**src/rtl/aes_stream_loader.sv**
```systemverilog
// aes_stream_loader: writes host words (in_*) into the AES buffer (mem_*) zero-padded and sentinel-terminated, runs the engine (aes_*), streams results back (out_*), status busy/done/err
module aes_stream_loader #(
  parameter logic [9:0]  IN_BASE    = 10'd0,
  parameter logic [9:0]  OUT_BASE   = 10'd257,
  parameter int          MAX_WORDS  = 252,
  parameter int          RD_LATENCY = 2,
  parameter logic [31:0] SENTINEL   = 32'hDEADBEEF
) (
  input  logic        clk_in,
  input  logic        rst_in,
  input  logic        start_in,
  input  logic        mode_in,
  input  logic [31:0] in_data_in,
  input  logic        in_valid_in,
  input  logic        in_last_in,
  output logic        in_ready_out,
  output logic [3:0]  mem_we_out,
  output logic [9:0]  mem_addr_out,
  output logic [31:0] mem_wdata_out,
  input  logic [31:0] mem_rdata_in,
  output logic [2:0]  aes_ctrl_out,
  input  logic        aes_complete_in,
  output logic [31:0] out_data_out,
  output logic        out_valid_out,
  output logic        out_last_out,
  input  logic        out_ready_in,
  output logic        busy_out,
  output logic        done_out,
  output logic        err_out
);
  localparam logic [9:0] MAX_W     = 10'(MAX_WORDS);
  localparam logic [3:0] WAIT_LAST = 4'(RD_LATENCY - 1);
  typedef enum logic [3:0] {
    S_IDLE, S_LOAD, S_PAD, S_TERM, S_RUN, S_ADDR, S_WAIT, S_PRES, S_DONE
  } state_t;
  state_t      state_q, state_d;
  logic [9:0]  wcnt_q, wcnt_d, rcnt_q, rcnt_d;
  logic [3:0]  wait_q, wait_d;
  logic [31:0] data_q, data_d;
  logic        mode_q, mode_d, err_q, err_d;
  logic [9:0]  wcnt_inc;
  logic        is_last;
  assign wcnt_inc = wcnt_q + 10'd1;
  assign is_last  = rcnt_q == wcnt_q - 10'd1;

  always_ff @(posedge clk_in or posedge rst_in)
    if (rst_in) begin
      state_q <= S_IDLE;
      wcnt_q  <= '0;
      rcnt_q  <= '0;
      wait_q  <= '0;
      data_q  <= '0;
      mode_q  <= 1'b0;
      err_q   <= 1'b0;
    end else begin
      state_q <= state_d;
      wcnt_q  <= wcnt_d;
      rcnt_q  <= rcnt_d;
      wait_q  <= wait_d;
      data_q  <= data_d;
      mode_q  <= mode_d;
      err_q   <= err_d;
    end

  always_comb begin
    state_d = state_q;
    wcnt_d  = wcnt_q;
    rcnt_d  = rcnt_q;
    wait_d  = wait_q;
    data_d  = data_q;
    mode_d  = mode_q;
    err_d   = err_q;
    case (state_q)
      S_IDLE: if (start_in) begin
        state_d = S_LOAD;
        mode_d  = mode_in;
        wcnt_d  = '0;
        rcnt_d  = '0;
        err_d   = 1'b0;
      end
      S_LOAD: if (in_valid_in) begin
        wcnt_d  = wcnt_inc;
        err_d   = err_q | (in_data_in == SENTINEL) | (!in_last_in && wcnt_inc == MAX_W);
        state_d = (in_last_in || wcnt_inc == MAX_W) ? (wcnt_inc[1:0] != 2'd0 ? S_PAD : S_TERM) : S_LOAD;
      end
      S_PAD: begin
        wcnt_d  = wcnt_inc;
        state_d = wcnt_inc[1:0] == 2'd0 ? S_TERM : S_PAD;
      end
      S_TERM: state_d = S_RUN;
      S_RUN:  state_d = aes_complete_in ? S_ADDR : S_RUN;
      S_ADDR: begin
        state_d = S_WAIT;
        wait_d  = '0;
      end
      S_WAIT: if (wait_q == WAIT_LAST) begin
        data_d  = mem_rdata_in == SENTINEL ? data_q : mem_rdata_in;
        err_d   = err_q | (mem_rdata_in == SENTINEL);
        state_d = mem_rdata_in == SENTINEL ? S_DONE : S_PRES;
      end else wait_d = wait_q + 4'd1;
      S_PRES: if (out_ready_in) begin
        rcnt_d  = rcnt_q + 10'd1;
        state_d = is_last ? S_DONE : S_ADDR;
      end
      S_DONE:  state_d = S_IDLE;
      default: state_d = S_IDLE;
    endcase
  end

  always_comb begin
    in_ready_out  = state_q == S_LOAD;
    mem_we_out    = ((state_q == S_LOAD && in_valid_in) || state_q == S_PAD || state_q == S_TERM) ? 4'hF : 4'h0;
    mem_addr_out  = (state_q == S_ADDR || state_q == S_WAIT) ? OUT_BASE + rcnt_q :
                    (state_q == S_LOAD || state_q == S_PAD || state_q == S_TERM) ? IN_BASE + wcnt_q : 10'd0;
    mem_wdata_out = state_q == S_LOAD ? in_data_in : state_q == S_TERM ? SENTINEL : 32'd0;
    aes_ctrl_out  = state_q == S_RUN ? (mode_q ? 3'b010 : 3'b001) : 3'b000;
    out_data_out  = data_q;
    out_valid_out = state_q == S_PRES;
    out_last_out  = state_q == S_PRES && is_last;
    busy_out      = state_q != S_IDLE;
    done_out      = state_q == S_DONE;
    err_out       = err_q;
  end
endmodule

```
**config.mk**
```make
export PLATFORM = sky130hd
export DESIGN_NAME = aes_stream_loader
export DESIGN_NICKNAME = d
export VERILOG_FILES = /design/src/rtl/aes_stream_loader.sv
export SDC_FILE = /design/constraint.sdc
export NUM_CORES = 1
export LEC_CHECK = 0
export BUFFER_PORTS_ARGS = -buffer_cell sky130_fd_sc_hd__buf_2
export CAP_MARGIN = 15
export CORE_MARGIN = 5
export CORE_UTILIZATION = 45
export CTS_CLUSTER_SIZE = 30
export DETAILED_ROUTE_END_ITERATION = 10
export GPL_ROUTABILITY_DRIVEN = 0
export GPL_TIMING_DRIVEN = 0
export MAX_ROUTING_LAYER = met4
export PLACE_DENSITY = 0.74
export SYNTH_ARGS = -nofsm -noshare
export SYNTH_HDL_FRONTEND = slang
export SYNTH_SLANG_ARGS = --single-unit
```
**constraint.sdc**
```tcl
create_clock -name clk_in -period 3.44 [get_ports clk_in]
set_clock_uncertainty 0.2 [all_clocks]
set_input_delay 0.344 -clock clk_in [delete_from_list [all_inputs] [get_ports clk_in]]
set_output_delay 0.344 -clock clk_in [all_outputs]
set_load 0.02 [all_outputs]
```
Yosys cells after proc, flatten, opt, wreduce, memory -nomap -nowiden

Cells that the tools add are included.

Output and inout bits: 87
Logic and storage cells: 88
Register bits after elaboration: 62
Bits of input ports: 72

Reductions and logical operators: 25
Bitwise operators: 4
Muxes and demuxes: 29
$add $sub $neg: 5
Equal/unequal tests: 18

Operators with widths:

| cell                                                                   | count |
|---|---|
| 32-bit equality test, second input constant                            | 2 |
| 32-bit 2-to-1 mux                                                      | 2 |
| 10-bit 2-to-1 mux                                                      | 5 |
| 4-bit 2-to-1 mux                                                       | 8 |
| 4-bit one-hot mux with 8 select lines                                  | 1 |
| 10-bit one-hot mux with 3 select lines                                 | 1 |
| 10-bit by 1-bit adder with 10-bit output, second input constant        | 2 |
| 10-bit one-hot mux with 2 select lines                                 | 1 |
| 4-bit by 3-bit equality test with 1-bit output, second input constant  | 4 |
| 9-bit by 10-bit adder with 10-bit output, first input constant         | 1 |
| 10-bit equality test                                                   | 1 |
| 10-bit by 8-bit equality test with 1-bit output, second input constant | 1 |
| 10-bit by 1-bit subtractor with 10-bit output, second input constant   | 1 |
| 3-bit AND reduction                                                    | 3 |
| 4-bit by 1-bit equality test with 1-bit output, second input constant  | 2 |
| 4-bit by 2-bit equality test with 1-bit output, second input constant  | 2 |
| 2-bit inequality test, second input constant                           | 4 |
| 4-bit one-hot mux with 2 select lines                                  | 1 |
| 4-bit AND reduction                                                    | 2 |
| 1-bit logical OR                                                       | 6 |
| 1-bit 2-to-1 mux                                                       | 6 |
| 2-bit 2-to-1 mux                                                       | 3 |
| 2-bit nonzero test                                                     | 3 |
| 3-bit nonzero test                                                     | 2 |
| 12 further kinds                                                       | 17 |

Logic depth before layout (Yosys ltp)

Depth in word-level cells: 6
Mapped depth: 10
Depth with buffers taken out: 9

Least setup slack after synthesis

OpenSTA, ideal clock, no wires.

Path type: register to output
Start point: reg wcnt_q[0]
End point: out out_last_out
Arrival time: 2,532 ps
Slack: 364 ps
Cell stages (with the launch flop): 9
Path through: dfrtp_1 -> buf_6 -> or4_4 -> or3_4 -> a2111oi_2 -> o311a_1 -> nand4_1 -> or2_4 -> nor3_2

Word-level cells in the longest chain between the ends: 3

Ends and longest elaborated chain:

| element                                       | line | text |
|---|---|---|
| start: declaration                            | 37   | `logic [9:0] wcnt_q, wcnt_d, rcnt_q, rcnt_d;` |
| start signal: assignment                      | 57   | `wcnt_q <= wcnt_d;` |
| 10-bit by 1-bit subtractor with 10-bit output | 44   | `assign is_last = rcnt_q == wcnt_q - 10'd1;` |
| 10-bit equality test                          | 44   |  |
| 1-bit logical AND                             | 119  | `out_last_out = state_q == S_PRES && is_last;` |
| end: declaration                              | 25   | `output logic out_last_out,` |

Every way passes these cells.

Worst setup path in the final report

Ends and elaborated chain as after synthesis.

==> impl_results.md <==
* Outcome: finished with violations
* Failing checks: setup timing
* Top library cells by usage in the layout, fill and taps aside: sky130_fd_sc_hd__buf_2 (159), sky130_fd_sc_hd__nand2_1 (87), sky130_fd_sc_hd__dfrtp_1 (62)
* Critical Path End: out_last_out
* Bufs on Longest Clock Path at 2
* Drt via density at 5.58
* Reg-to-reg startpoint: state_q[2]
* Max-slew violation total from the final report at 0
* Net switching power at 0.00137 W
* Number of design-rule violations left by the first detailed-router iteration at 246
* CORE AREA at 8640 um^2
* Power density of the placed cells at 630 nW/um^2
* Clock tree from TritonCTS: yes
* Remaining DRCs at 0
* Share of the synthesized area in the top cell type at 0.393
* Start point of the critical path: wcnt_q[0]
* Leading cell type in the layout, fill and taps excluded: sky130_fd_sc_hd__buf_2
* Average cell area after synthesis at 8.63 um^2
* Wire length of the first global-routing pass at 19100 um
* Routed wirelength normalized by instance count at 15.7 um
* Clock root buffer master: sky130_fd_sc_hd__clkbuf_8
* Depth of the most critical reg-to-reg path at 6
* Final standard cell area without fillers at 5130 um^2
* Share of the clock period used by the worst path after layout at 1.04
* Post-DP Area at 4890 um^2
* GRT Util Overall at 0.216
* Final non-filler cell total at 741
* Initial antenna violation count at 0
* Fraction of layout instances using a drive strength above 1 at 0.365
* I/O Buffers at 157
* Worst EP required at 2900 ps
* Die width at 104 um
* Min Tclk post-route at 3580 ps
* Class of the tightest hold or removal check: primary input to register
* Async set-reset flop share out of synthesis at 1.00
* # clock sinks at 62
* Hold Worst Slack at 41.0 ps
* Portion of total power attributed to combinational logic at 0.452
* Internal power consumption at 0.00187 W
* Area of the mapped netlist at 3950 um^2
* Critical Setup Path Class: register to output pin
* Dpl hpwl at 9190 um
* Area overhead of the layout relative to synthesis at 30.1%
* H-tree lvl count at 3
* Vias after detailed routing at 4134
* Number of nets with antenna violations after detailed routing at 0
* Reg-to-reg slack, setup at 460 ps
* Clock Pin Slew Worst Setup and Hold Paths at 70 ps
* Largest net degree at the start of global routing at 37
* Post-synth top area cell: sky130_fd_sc_hd__dfrtp_1
* Number of hold-slack violations in the final timing report at 0
* Worst max-slew margin expressed relative to the limit at 0.302
* CP max FO at 9
* Reported max-cap violation count at 0
* Initial Utilization at 0.457
* Switching share of total power at 0.423
* Terminus of the critical flop-to-flop path: out_data_out[7]
* DIE AREA at 10700 um^2
* Number of nets in the final layout at 705
* Worst Setup Slack, final at -141 ps
* Maximum clock frequency at 279 MHz
* Area contributors post-synth: sky130_fd_sc_hd__dfrtp_1 (39%), sky130_fd_sc_hd__mux2_2 (9.1%), sky130_fd_sc_hd__nand2_1 (8.3%), sky130_fd_sc_hd__o21ai_0 (5.7%), sky130_fd_sc_hd__xnor2_1 (2.4%)
* Worst path arrival time at 3040 ps
* Power after layout at 0.00323 W
* Post-synthesis sequential element count at 62
* Number of iterations in the first detailed-routing pass at 5
* Sequential share of power at 0.348
* Clock power frac at 0.200
* Final setup viols at 1
* DRT Wirelength at 11700 um
* Total CTS buffers at 9
* Syn Nets at 534
* RSZ-0062 raised after global routing: yes
* Number of cells traversed by the worst hold path at 2
* # placed instances at 723
* Critical path capture point type: output pin
* Std-Cell Rows at 34
* Die height at 104 um
* Remaining Overflow, GRT at 0
* Vias in the first global route at 4007
* Ant. Diodes at 0
* Count of synthesis-stage warnings from yosys at 0
* Prevailing post-synth register cell: sky130_fd_sc_hd__dfrtp_1
* Worst IR Drop VDD at 0.000355 V
* Transition time of the tightest slew-check pin at 1030 ps
* I/O pin count at 159
* Count of cell types in the netlist at 58
* Number of flops mapped to enable cells by yosys at 0
* Leakage power at 2.56 nW
* Critical Path Source Type: register
* Sequential share of the synthesized area at 0.393
* Syn Inst Count at 457
* Insertion delay to the later sink of the worst-skew pair at 340 ps
-- stage by stage --
step	setup slack [ps]	setup TNS, ps	util
after floorplan	364	0	-
after global placement	163	0	0.563
after detailed placement	115	0	0.566
after CTS	-135	-135	0.594
after global routing	-211	-211	0.594
final	-141	-141	0.594
-- registers in the layout, indices dropped and copies added (netlist names) --
name	cells
state_q	4
out_data_out	32
mode_q	1
rcnt_q	10
wait_q	4
err_out	1
wcnt_q	10
-- worst max-delay path, cell delays in order, from the launching register on --
cell and delay [ps]:
sky130_fd_sc_hd__dfrtp_1 390, sky130_fd_sc_hd__buf_6 140, sky130_fd_sc_hd__or4_4 540, sky130_fd_sc_hd__or3_4 390
sky130_fd_sc_hd__a2111oi_4 300, sky130_fd_sc_hd__o311a_1 210, sky130_fd_sc_hd__nand4_1 140, sky130_fd_sc_hd__or2_4 280
sky130_fd_sc_hd__nor3_4 160, sky130_fd_sc_hd__buf_6 150
-- cells in the mapped netlist (2+ instances only) --
master / number
sky130_fd_sc_hd__nor2b_1: 6
sky130_fd_sc_hd__a21oi_1: 12
sky130_fd_sc_hd__dfrtp_1: 62
sky130_fd_sc_hd__nor4_1: 5
sky130_fd_sc_hd__nor2_1: 24
sky130_fd_sc_hd__nor4b_1: 2
sky130_fd_sc_hd__o21ai_0: 45
sky130_fd_sc_hd__o41ai_1: 3
sky130_fd_sc_hd__and2_1: 4
sky130_fd_sc_hd__o31ai_1: 8
sky130_fd_sc_hd__buf_2: 3
sky130_fd_sc_hd__buf_6: 3
sky130_fd_sc_hd__buf_4: 6
sky130_fd_sc_hd__clkbuf_1: 23
sky130_fd_sc_hd__nor4bb_1: 2
sky130_fd_sc_hd__inv_1: 10
sky130_fd_sc_hd__nand2_1: 87
sky130_fd_sc_hd__buf_1: 2
sky130_fd_sc_hd__xnor2_1: 11
sky130_fd_sc_hd__a31oi_1: 5
sky130_fd_sc_hd__o22ai_1: 2
sky130_fd_sc_hd__xor2_1: 7
sky130_fd_sc_hd__mux2_2: 32
sky130_fd_sc_hd__nand4b_1: 8
sky130_fd_sc_hd__nand4_1: 9
sky130_fd_sc_hd__and3_1: 13
sky130_fd_sc_hd__nand3_1: 18
sky130_fd_sc_hd__mux2i_1: 2
sky130_fd_sc_hd__mux2_1: 2
sky130_fd_sc_hd__ha_1: 5
sky130_fd_sc_hd__nor3_1: 9
-- layer usage --
metal	up-vias	GRT usage	routed length [um]
met3	33	0.0404	887
met2	217	0.347	5530
met4	0	0.0900	327
li1	1973	-	-
met5	-	-	0
met1	1911	0.269	4920
-- final cells by class --
class	instances	area, um^2
tap	108	135
buffer	37	188
inverter	10	37.5
clock buffer	9	124
fill	764	3500
clock inverter	7	73.8
multi-input combinational	348	2190
sequential	62	1550
timing repair buffer	160	830
-- kinds of logic after synthesis --
family	Yosys count	share of synthesized area
and+or+nand+nor	198	0.251
AOI/OAI and AO/OA	89	0.137
DFF	62	0.393
buffers and inverters	47	0.0571
muxes	36	0.102
xor gates and xnor gates	18	0.0400
adders and majority gates	6	0.0184
other	1	0.000951
-- power groups by stage --
stage,Combinational (W),Clock [W],Sequential [W]
2_1_floorplan,0.000724,0,0.00137
3_3_place_gp,0.00141,0,0.00113
3_5_place_dp,0.00145,0,0.00114
4_1_cts,0.00146,0.000654,0.00113
5_1_grt,0.00159,0.000688,0.00116
6_report,0.00146,0.000646,0.00112
-- timing repair --
item / in CTS / in global routing
resized for setup: 4 / 1
buffers inserted: 1 / 0
hold buffers: 1 / 0
endpoints found under the setup margin: 1 / 1
pin swaps: 2 / 0
hold endpoints to repair: 26 / 0
-- worst min path at each step --
stage	from	endpoint	slack, ps
finish	mem_rdata_in[25]	out_data_out[25]	40
global route	mem_rdata_in[24]	out_data_out[24]	40
CTS	mem_rdata_in[25]	out_data_out[25]	30
detailed placement	rst_in	out_data_out[31]	250
global placement	err_out	err_out	270
floorplan	mem_rdata_in[24]	out_data_out[24]	280
Power figures use the tool's default switching activity.
